`config.mk`:
```
export PLATFORM = sky130hd
export DESIGN_NAME = multicycle_ctrl
export DESIGN_NICKNAME = d
export VERILOG_FILES = /design/src/rtl/multicycle_ctrl.sv
export SDC_FILE = /design/constraint.sdc
export NUM_CORES = 1
export LEC_CHECK = 0
export CORE_ASPECT_RATIO = 1.1
export CORE_UTILIZATION = 50
export CTS_CLUSTER_SIZE = 24
export DETAILED_ROUTE_END_ITERATION = 10
export HOLD_SLACK_MARGIN = 0.02
export PLACE_DENSITY = 0.84
export SKIP_LAST_GASP = 1
export SLEW_MARGIN = 5
export SYNTH_ARGS = -nofsm -noshare
export SYNTH_HDL_FRONTEND = slang
export SYNTH_SLANG_ARGS = --single-unit
```
`constraint.sdc`:
```
create_clock -name clk -period 2.8 [get_ports clk]
set_input_delay 0.56 -clock clk [delete_from_list [all_inputs] [get_ports clk]]
set_output_delay 0.56 -clock clk [all_outputs]
set_load 0.02 [all_outputs]
```
`src/rtl/multicycle_ctrl.sv`:
```
// Multicycle CPU control unit: FETCH/DECODE/EXEC/MEM/WB sequencer with a sticky
// illegal-opcode trap and a retired-instruction counter.
module multicycle_ctrl #(
  parameter int unsigned RETIRE_W = 32
) (
  input  logic                clk,
  input  logic                rst_n,
  input  logic [6:0]          opcode,
  input  logic                funct7_5,
  input  logic                cero,
  input  logic                mem_ready,
  output logic                ir_we,
  output logic                pc_we,
  output logic                S_Mux_A,
  output logic [1:0]          S_Mux_B,
  output logic [1:0]          S_Mux_C,
  output logic                control_ALU,
  output logic                REG_WR,
  output logic                MEM_RD,
  output logic                MEM_WR,
  output logic                illegal,
  output logic [2:0]          state,
  output logic [RETIRE_W-1:0] retired
);

  typedef enum logic [2:0] {
    S_FETCH  = 3'd0,
    S_DECODE = 3'd1,
    S_EXEC   = 3'd2,
    S_MEM    = 3'd3,
    S_WB     = 3'd4,
    S_TRAP   = 3'd5
  } state_e;

  typedef enum logic [6:0] {
    OP_R     = 7'b0110011,
    OP_IALU  = 7'b0010011,
    OP_LOAD  = 7'b0000011,
    OP_STORE = 7'b0100011,
    OP_BNE   = 7'b1100011,
    OP_LUI   = 7'b0110111
  } opcode_e;

  state_e              state_q, state_d;
  logic [RETIRE_W-1:0] retired_q;
  logic                illegal_q;

  logic       is_r, is_ialu, is_load, is_store, is_bne, is_lui, supported;
  logic [1:0] alu_b;
  logic       alu_sub;

  always_comb begin
    is_r      = (opcode == OP_R);
    is_ialu   = (opcode == OP_IALU);
    is_load   = (opcode == OP_LOAD);
    is_store  = (opcode == OP_STORE);
    is_bne    = (opcode == OP_BNE);
    is_lui    = (opcode == OP_LUI);
    supported = is_r | is_ialu | is_load | is_store | is_bne | is_lui;

    // ALU selects are set up in EXEC and held unchanged through MEM and WB
    alu_b   = 2'b00;
    alu_sub = 1'b0;
    if (is_store) begin
      alu_b = 2'b10;
    end else if (is_ialu || is_load) begin
      alu_b = 2'b01;
    end
    if (is_r) begin
      alu_sub = funct7_5;
    end else if (is_bne) begin
      alu_sub = 1'b1;
    end
  end

  // Outputs are decoded from the state; rst_n gates them so reset silences
  // every strobe immediately, including ir_we although the reset state is FETCH.
  always_comb begin
    state_d     = state_q;
    ir_we       = 1'b0;
    pc_we       = 1'b0;
    S_Mux_A     = 1'b0;
    S_Mux_B     = 2'b00;
    S_Mux_C     = 2'b00;
    control_ALU = 1'b0;
    REG_WR      = 1'b0;
    MEM_RD      = 1'b0;
    MEM_WR      = 1'b0;
    if (rst_n) begin
      unique case (state_q)
        S_FETCH: begin
          ir_we   = 1'b1;
          state_d = S_DECODE;
        end
        S_DECODE: begin
          state_d = supported ? S_EXEC : S_TRAP;
        end
        S_EXEC: begin
          S_Mux_B     = alu_b;
          control_ALU = alu_sub;
          if (is_bne) begin
            pc_we   = 1'b1;
            S_Mux_A = ~cero;
            state_d = S_FETCH;
          end else if (is_load || is_store) begin
            state_d = S_MEM;
          end else if (is_r || is_ialu || is_lui) begin
            state_d = S_WB;
          end else begin
            state_d = S_TRAP;
          end
        end
        S_MEM: begin
          S_Mux_B     = alu_b;
          control_ALU = alu_sub;
          MEM_RD      = is_load;
          MEM_WR      = ~is_load;
          if (mem_ready) begin
            if (is_load) begin
              state_d = S_WB;
            end else begin
              pc_we   = 1'b1;
              state_d = S_FETCH;
            end
          end
        end
        S_WB: begin
          S_Mux_B     = alu_b;
          control_ALU = alu_sub;
          REG_WR      = 1'b1;
          pc_we       = 1'b1;
          if (is_load) begin
            S_Mux_C = 2'b01;
          end else if (is_lui) begin
            S_Mux_C = 2'b10;
          end
          state_d = S_FETCH;
        end
        S_TRAP: begin
          state_d = S_TRAP;
        end
        default: begin
          state_d = S_FETCH;
        end
      endcase
    end
  end

  always_ff @(posedge clk or negedge rst_n) begin
    if (!rst_n) begin
      state_q   <= S_FETCH;
      retired_q <= '0;
      illegal_q <= 1'b0;
    end else begin
      state_q <= state_d;
      if (pc_we) begin
        retired_q <= retired_q + RETIRE_W'(1);
      end
      if (state_d == S_TRAP) begin
        illegal_q <= 1'b1;
      end
    end
  end

  assign state   = state_q;
  assign retired = retired_q;
  assign illegal = illegal_q;

endmodule

```
### After elaboration in Yosys (flattened, before gate mapping)

Cells that the tools add are included.
W data, S select, Z words.

* bits in registers: 36
* memories kept: 0
* output and inout bits: 47
* input bits: 12
* latch bits: 0
* RAM bits: 0
* bits in read-only memories: 0

* multiply operators: 0
* shift operators: 0
* $lt $le $gt $ge: 0
* eq/ne operators: 12
* div/mod/pow operators: 0
* multiplexer cells: 35
* bitwise operators: 7
* add/sub/neg operators: 1
* reduce and logical (&&, ||, !) cells: 6

Operator list (number)
* $add A32 B1 Y32 const B: 1
* $eq A7 B6 Y1 const B: 3
* $mux W1: 20
* $mux W3: 6
* $pmux W3 S5: 1
* $mux W2: 7
* $eq A3 B3 Y1 const B: 3
* $eq A7 B2 Y1 const B: 1
* $eq A7 B5 Y1 const B: 1
* $eq A7 B7 Y1 const B: 1
* $eq A3 B2 Y1 const B: 2
* $or A1 B1 Y1: 5
* $logic_or A1 B1 Y1: 4
* $eq A3 B1 Y1 const B: 1
* $logic_not A3 Y1: 1
* $pmux W1 S3: 1
* $reduce_or A3 Y1: 1
* $not A1 Y1: 2

### Depth between registers and ports, before layout

* depth after elaboration: 10
* mapped depth: 9
* mapped depth without buffers: 6

### Worst setup path after synthesis

Ideal clock, no wire load.

* path type: register -> output
* start point: register state_q[0], in the netlist state[0]
* end point: output S_Mux_C[0]
* data required time: 2240 ps
* buffers on the path: 2
* stages on the path, launching flop included: 7
* data arrival time: 1747 ps
* setup slack: 493 ps
* cell sequence: dfrtp_1 buf_4 inv_1 nand2_1 or2_2 clkbuf_1 nor3_1

* word-level cells in the longest chain between the ends: 3

Ends and longest elaborated chain
* start: declaration: line 44 `state_e state_q, state_d;`
* start signal: assignment: line 155 `state_q <= state_d;`
* $eq A3 B3 Y1: line 90 `unique case (state_q)`
* $mux W2: line 90
* $mux W2: line 89 `if (rst_n) begin`
* end: declaration: line 16 `output logic [1:0] S_Mux_C,`

No other way between the ends.

### Worst setup path in the final report

* start point: input opcode[3]
* end point: output pc_we

* word-level cells in the longest chain between the ends: 5
* elaborated cells on any way between the ends: 7
* those cells by class: eq/ne: 2; mux: 5

Ends and longest elaborated chain
* start: declaration: line 8 `input logic [6:0] opcode,`
* $eq A7 B2 Y1: line 55 `is_load = (opcode == OP_LOAD);`
* $mux W1: line 119 `if (is_load) begin`
* $mux W1: line 118 `if (mem_ready) begin`
* $pmux W1 S3 *: line 90
* $mux W1 *: line 89
* end: declaration: line 13 `output logic pc_we,`

Mark *: on every way between the ends. The rest lies on a longest branch, timed or not.

==> summary.txt <==
Core ar. - 0.00374 mm2
FP Rows - 23
Net Count, Synth - 217
Fin. Hold Viols - 0
Largest net degree at the start of global routing - 31
Synth Warn # - 0
GRT Overall Usage - 0.241
Max IR drop VDD - 0.000493 V
Max Freq - 370 MHz
Post-Place Cells - 326
Root Buffer Master - clkbuf_8
FILL cells - 268
Setup ws final - 0.0986 ns
Critical-path maximum fanout - 5
Clock sinks - 36
GR Layer Usage met1 - 0.324
1st-iter DRT viols - 70
WP data arrival - 2.14 ns
First-pass GRT wire length - 7.90 mm
Die width - 62.5 um
CTS tree - done
Fraction of layout cells with a size suffix above 1 - 0.144
Min-Delay Path Class - in -> async
Clk buf depth - 2
RR Startpoint - state[2]
Clk slew on worst S/H paths - 0.07 ns
WL final - 4.99 mm
Relative slew margins - 0.725
Tcrit/Tclk final - 0.965
CP delay by family, top - buffers and inverters
Dpl hpwl - 3.54 mm
Clock buffer count from CTS - 5
Setup TNS - 0 ns
Top Ports - 59
Clk_lat worst skew - 0.28 ns
Final #Nets - 296
WHS - 0.262 ns
Req. time, crit path - 2.24 ns
PD cells - 548 mW/mm2
Dpl cell area - 0.00278 mm2
Port Buffers - 58
Number of global-route vias before repair - 1674
Most common cell after layout, fill and taps aside - clkdlybuf4s50_1
Startpoint Class - primary input
Vias/cell - 5.49
Crit path max-delay cell type - clkdlybuf4s50_1
Critical Path Sink Type - primary output
Status - complete, no violations
Leak Pwr - 1.28 nW
GRT busiest layer - met2
Reg2reg end - retired[27]
DR pass1 iterations - 6
Gp weighted congestion - 0.949
Layout area overhead - 43.5%
Skew final - 0.00604 ns
Starting density of the core - 0.537
Design area - 0.00289 mm2
CP peak stage delay - 0.46 ns
Routed vias - 1833
Layout Cells excl Fill - 334
Storage element area - 901 um2
Worst-Margin Slew - 0.413 ns
Seq/Total Area, Yosys - 0.448
Met2 Use GR - 0.393
Final setup viols - 0
Synth unique cells - 39
Drt drc - 0
N_diodes - 0
Die Ht - 68.5 um
Grt met3 use - 0.0378
Buf+Inv Stages, Crit Path - 2
CP Cell Sequence - clkdlybuf4s50_1 > and4bb_1 > and4_4 > o311ai_4 > nand2_1 > clkdlybuf4s15_1
Fin crit period - 2.70 ns
ANT nets after route - 0
Most frequent cells in the layout - clkdlybuf4s50_1, dfrtp_1, xnor2_1
Initial antenna violation count - 0
Final Max Slew Viols - 0
Overall Power - 1.58 mW
DR WL/cell - 14.9 um
Post-Syn Instances - 204
Syn Area/Cell - 9.86 um2
Max-cap viol count - 0
Area of the multi-input gates - 0.00102 mm2
Post-synthesis cell area - 0.00201 mm2
Total grt overflow - 0
Htree depth - 2
Full die area - 0.00428 mm2
Setup slack, reg-to-reg - 0.58 ns
Critical path class - in -> out
Post-Place Setup Slack - -0.175 ns
Yosys reg bits - 36
Worst Reg-to-Reg Cells - 8
Final Core Density - 0.771
## Yosys cell counts
master / count / area share
nand4b_1: 1 / 0.0044
or2_2: 1 / 0.0031
nand2b_1: 3 / 0.0093
mux2_2: 1 / 0.0056
o21ai_0: 5 / 0.012
inv_1: 7 / 0.013
nand3_1: 16 / 0.040
xor2_1: 3 / 0.013
and3_1: 10 / 0.031
and2_1: 4 / 0.012
o22ai_1: 1 / 0.0031
nor2b_1: 3 / 0.0093
nor4bb_1: 1 / 0.0050
buf_4: 6 / 0.022
and2b_1: 1 / 0.0037
and4_4: 1 / 0.0056
and4bb_1: 1 / 0.0062
nand3b_1: 1 / 0.0037
o41ai_1: 1 / 0.0044
a21oi_1: 7 / 0.017
nor2_1: 8 / 0.015
dfrtp_1: 36 / 0.45
nand2_1: 21 / 0.039
a31oi_1: 3 / 0.0093
a41oi_1: 1 / 0.0044
nor3_1: 6 / 0.015
a31o_2: 1 / 0.0044
nor3b_2: 1 / 0.0062
o311ai_4: 1 / 0.013
ha_1: 1 / 0.0062
nor4_1: 2 / 0.0062
xnor2_1: 28 / 0.12
clkbuf_1: 2 / 0.0037
o211ai_1: 2 / 0.0075
buf_6: 2 / 0.011
nand4_1: 6 / 0.019
and4_1: 7 / 0.030
a211oi_4: 1 / 0.010
a21oi_2: 1 / 0.0044
## worst reg2reg max path, stage by stage, from the launching register on
cell and delay [ns]:
dfrtp_1 0.53, nand4b_1 0.32, a21oi_1 0.26, o311ai_4 0.11
buf_4 0.18, a211oi_4 0.28, buf_12 0.18, nand4_1 0.12
xnor2_1 0.15
## sequential cells by signal, summed over array words and instances, names as in the netlist
register	cells
retired	32
state	3
illegal	1
## cell families (layout without fill, tap and decap cells)
logic type / after synthesis / after routing / share of synthesized area
and+or+nand+nor: 94 / 94 / 0.264
xor gates and xnor gates: 31 / 31 / 0.135
DFF: 36 / 36 / 0.448
adders and majority gates: 1 / 1 / 0.00622
buffers and inverters: 17 / 97 / 0.0504
AOI/OAI and AO/OA: 24 / 24 / 0.0902
muxes: 1 / 1 / 0.00560
## layer usage
layer	share of wire	vias up
li1	-	880
met1	0.46	887
met2	0.48	58
met3	0.050	8
met4	0.017	0
met5	0	-
## layout make-up
cell class                 count  share of cell area
clock inverter                 1             0.00260
tap                           50              0.0217
multi-input combinational    151               0.355
inverter                       7             0.00911
sequential                    36               0.312
clock buffer                   7              0.0299
timing repair buffer          82               0.270
## where the power goes
part	switching [mW]	total, mW	internal [mW]
sequential	0.0812	0.661	0.579
clock	0.177	0.377	0.200
combinational	0.291	0.544	0.252
## repair_timing
| item | in CTS | in global routing |
|---|---|---|
| hold buffers | 0 | 0 |
| pin swaps | 0 | 0 |
| gates resized for setup | 8 | 4 |
| setup endpoints to repair | 8 | 3 |
| hold endpoints to repair | 0 | 0 |
| setup buffers | 0 | 0 |
## worst max path at each step
stage                         start    endpoint  depth (start not counted)
after CTS                 opcode[4]  S_Mux_C[1]                          5
after detailed placement  opcode[4]  S_Mux_C[1]                          5
final                     opcode[3]       pc_we                          6
after global placement    opcode[3]       pc_we                          6
after global routing      opcode[3]  S_Mux_B[1]                          5
after floorplan            state[0]  S_Mux_C[0]                          6
Power figures use the tool's default switching activity.
